### src/rtl/csa_accumulator.sv
// Streaming accumulator that resolves 4:2 compressor sum/carry beats and sums them into a dot product.
// Optional saturation when CSA_ACC_SAT_EN is defined; the default build wraps modulo 2^ACC_W.
module csa_accumulator #(
  parameter int IN_W  = 16,
  parameter int ACC_W = 32
) (
  input  logic             clk,
  input  logic             rst,
  input  logic             in_valid,
  output logic             in_ready,
  input  logic [IN_W-1:0]  in_sum,
  input  logic [IN_W-1:0]  in_carry,
  input  logic             in_last,
  output logic             out_valid,
  input  logic             out_ready,
  output logic [ACC_W-1:0] out_data,
  output logic             out_ovf
);

  typedef enum logic [1:0] {ACC, DRAIN, HOLD} state_t;

  state_t            state;
  logic              s1_valid;
  logic              s1_last;
  logic [IN_W-1:0]   s1_sum;
  logic [IN_W-1:0]   s1_carry;
  logic [ACC_W-1:0]  acc;
  logic              ovf;

  logic              accept;
  logic [ACC_W-1:0]  beat;
  logic [ACC_W-1:0]  raw;
  logic [ACC_W-1:0]  res;
  logic              this_ovf;

  assign accept = in_valid & in_ready;

  // ACC_W >= IN_W + 2 guarantees the beat itself cannot overflow.
  always_comb begin
    beat     = {{(ACC_W-IN_W){s1_sum[IN_W-1]}}, s1_sum}
             + {{(ACC_W-IN_W-1){s1_carry[IN_W-1]}}, s1_carry, 1'b0};
    raw      = acc + beat;
    this_ovf = (acc[ACC_W-1] == beat[ACC_W-1]) && (raw[ACC_W-1] != acc[ACC_W-1]);
`ifdef CSA_ACC_SAT_EN
    if (this_ovf)
      res = acc[ACC_W-1] ? {1'b1, {(ACC_W-1){1'b0}}} : {1'b0, {(ACC_W-1){1'b1}}};
    else
      res = raw;
`else
    res = raw;
`endif
  end

  always_ff @(posedge clk) begin
    if (rst) begin
      state     <= ACC;
      s1_valid  <= 1'b0;
      s1_last   <= 1'b0;
      s1_sum    <= '0;
      s1_carry  <= '0;
      acc       <= '0;
      ovf       <= 1'b0;
      in_ready  <= 1'b0;
      out_valid <= 1'b0;
      out_data  <= '0;
      out_ovf   <= 1'b0;
    end else begin
      s1_valid <= accept;
      if (accept) begin
        s1_sum   <= in_sum;
        s1_carry <= in_carry;
        s1_last  <= in_last;
      end
      if (s1_valid) begin
        acc <= res;
        ovf <= ovf | this_ovf;
      end
      case (state)
        ACC: begin
          in_ready <= !(accept && in_last);
          if (accept && in_last) state <= DRAIN;
        end
        DRAIN: begin
          in_ready <= 1'b0;
          if (s1_valid && s1_last) begin
            out_data  <= res;
            out_ovf   <= ovf | this_ovf;
            out_valid <= 1'b1;
            state     <= HOLD;
          end
        end
        HOLD: begin
          if (out_valid && out_ready) begin
            acc       <= '0;
            ovf       <= 1'b0;
            out_valid <= 1'b0;
            in_ready  <= 1'b1;
            state     <= ACC;
          end
        end
        default: state <= ACC;
      endcase
    end
  end

endmodule

### config.mk
export PLATFORM = sky130hd
export DESIGN_NAME = csa_accumulator
export DESIGN_NICKNAME = d
export VERILOG_FILES = /design/src/rtl/csa_accumulator.sv
export SDC_FILE = /design/constraint.sdc
export NUM_CORES = 1
export LEC_CHECK = 0
export CORE_MARGIN = 2
export CORE_UTILIZATION = 35
export DETAILED_ROUTE_END_ITERATION = 12
export PLACE_DENSITY = 0.66
export SYNTH_ARGS = -nofsm -noshare
export SYNTH_HDL_FRONTEND = slang
export SYNTH_SLANG_ARGS = --single-unit
### constraint.sdc
create_clock -name clk -period 4.1 [get_ports clk]
set_clock_uncertainty 0.1 [all_clocks]
set_input_delay 0.82 -clock clk [delete_from_list [all_inputs] [get_ports clk]]
set_output_delay 0.82 -clock clk [all_outputs]
set_load 0.02 [all_outputs]
==> impl_results.md <==
* Maximum Capacitance Violations at 0
* CP max FO at 6
* # IOs at 72
* GR peak layer: met2
* Register-to-Register Path Depth at 19
* R2r setup slk at -150 ps
* Clock Latency Late Sink at 360 ps
* Placed inst area at 7860 um2
* Area growth, synth to finish at 37.1%
* RSZ-0062 raised after global routing: yes
* Final setup viols at 14
* Worst-margin pin slew at 1100 ps
* Ant. Diodes at 0
* Clock Sinks at 104
* Post-synthesis sequential area ratio at 32.1%
* Max frequency at 235 MHz
* Worst reg2reg path startpoint: s1_sum[1]$_SDFFE_PP0P_
* Detailed placer's ending HPWL at 11,700 um
* M1 GR Usage at 21.2%
* Routed len/inst at 14.5 um
* Critical Path Source: s1_sum[1]$_SDFFE_PP0P_
* Total power draw at 2.46 mW
* Initial Util at 35.8%
* Die Ht at 140 um
* Startpoint types: flip-flop
* Residual DRC at 3
* Count leader, synth: nand2_1
* Max-slew headroom at 26.2%
* Failing checks: design-rule violations, negative setup slack
* Pre-antenna DRT Iters at 11
* DR vias/cell at 5.26
* Final max-slew violation count at 0
* PD cells at 277 nW/um2
* Worst Path Arrival at 4450 ps
* Post-synthesis cell count at 807
* Gr ovfl total at 0
* Antenna violations before repair at 0
* H-tree depth at 3
* Syn Nets at 898
* Final Hold Fails at 0
* Drt total wl at 17,000 um
* Clock Pin Slew Worst Setup and Hold Paths at 70 ps
* Syn Area/Cell at 8.03 um2
* Post-synth top cells: nand2_1 (124), dfxtp_1 (104), a21oi_1 (99)
* Die ar. at 19,600 um2
* Antenna Nets Post-Route at 0
* Root Buffer: clkbuf_16
* Yosys top cell area share at 32.1%
* Seq cells post-synth at 104
* Post-synth EDFFs at 0
* Period minus WS final at 4250 ps
* Hold path cells at 2
* Post-synth top area cell: dfxtp_1
* DRT iter0 DRCs at 389
* First-pass GRT wire length at 26,400 um
* LEAKAGE at 3.61 nW
* Post-CTS Hold Buffers at 0
* GRT met2 Usage at 27.7%
* Main area contributors after synthesis: dfxtp_1 (32%), ha_1 (10%), a21oi_1 (7.6%)
* Worst R2R End: acc[27]$_SDFF_PP0_
* Fin nets at 1,028
* Worst Setup End Kind: flip-flop
* GRT Util Overall at 16.3%
* Netlist cell types at 72
* Hold/Removal Path Class: reg2reg
* Via count at 6,156
* Ys async rst share at 0%
* Fin crit share at 104%
* Met3 layer usage reported by global route at 1.98%
* Worst min-delay path startpoint: out_data[19]$_SDFFE_PP0P_
* Share of cells above drive strength 1 at 22.7%
* CTS Buffer Depth at 2
* Worst Hold End: out_data[19]$_SDFFE_PP0P_
* Required @ worst endpoint at 4300 ps
* Port buffer count at 71
* Worst VDD drop at 0.229 mV
* Chip width at 140 um
* GPL Wtd Cong at 0.871
* Most used DFF post-synth: dfxtp_1
* Final worst slack at -149 ps
* Final instance area at 8880 um2
* CP Class: reg2reg
* Ys Warns at 0
* Status: finished, violations left
* Row count at 49
* Vias in the first global route at 5,624
* Largest net degree at the start of global routing at 68
* Final core occ at 49.1%
* TritonCTS buffer count at 9
* TritonCTS clock tree: done
* Core Area at 18,100 um2
* Cell area after synthesis at 6480 um2
==> sequential cells by signal (all words and copies together) (netlist names), 2 cells and up <==
register	cells
acc	32
s1_sum	16
s1_carry	16
out_data	32
state	2
==> power by group <==
group          total (mW)  switching [mW]  internal (mW)
sequential           1.06          0.0196           1.04
clock               0.886           0.397          0.490
combinational       0.515           0.275          0.240
total                2.46           0.691           1.77
==> layout make-up <==
class	instances	area, um2
fillers	1692	9200
multi-input cells	639	4700
flip-flops and latches	104	2090
repair buffers	161	1420
well taps	229	287
clock buffers	11	243
inverters	22	82.6
clock inverters	5	56.3
==> cell usage in the layout, fill, tap and decap left out, types with 12 or more instances in the layout <==
cell             count
a21o_1              21
a21oi_1             86
a21oi_2             12
buf_4               79
clkdlybuf4s50_1     70
dfxtp_1            100
ha_1                35
ha_4                15
inv_1               18
mux2i_1             18
nand2_1            121
nand3_1             38
nor2_1              47
o21ai_0             28
xnor2_1             17
==> cells by family after synthesis <==
| group | count (synthesis) | synth area share, % |
|---|---|---|
| compound gates | 226 | 22.1 |
| xor+xnor | 28 | 4.00 |
| fa+ha+maj | 54 | 10.7 |
| buf+inv | 64 | 4.54 |
| flops | 104 | 32.1 |
| mux | 20 | 3.09 |
| simple gates | 311 | 23.5 |
==> timing repair <==
item,in CTS,in global routing
setup endpoints to repair,20,39
resized for setup,18,95
pin swaps,9,57
setup buffers,7,13
==> per-layer routing <==
metal	up-vias	share of wire, %
met5	-	0
met4	0	2.0
met3	23	3.5
met2	124	47
met1	2874	47
li1	3135	-
==> worst max-delay path by stage <==
stage                         end  slack [ps]  depth (start not counted)
2_1_floorplan  acc[28]$_SDFF_PP0_         -10                         18
3_3_place_gp   acc[30]$_SDFF_PP0_        -160                         19
3_5_place_dp   acc[28]$_SDFF_PP0_        -250                         19
4_1_cts        acc[28]$_SDFF_PP0_        -140                         20
5_1_grt        acc[28]$_SDFF_PP0_        -380                         19
6_report       acc[27]$_SDFF_PP0_        -150                         19
==> worst max-delay path, stage by stage (launching register included) <==
cell      delay [ps]
dfxtp_2          360
ha_4             140
inv_2             40
fa_2             350
nor2b_2          150
o31a_1           190
o211ai_2         140
a41oi_2          220
buf_4            160
a41oi_4          210
buf_6            210
ha_4             310
and3_2           220
a21oi_2           60
a31o_2           260
buf_4            180
o21ai_4          170
a31oi_4          140
or4b_1           510
nand3_1           70
==> metrics by stage <==
step                hold slack (ps)  setup TNS [ps]  setup slack [ps]  std cells
floorplan                       326           -15.8             -14.1        807
global placement                338            -608              -157       1139
detailed placement              348           -1500              -248       1139
CTS                             358            -744              -145       1161
global route                    376           -5730              -385       1171
finish                          358           -1120              -149       1171
No activity file was read; power rests on OpenSTA's default activity.
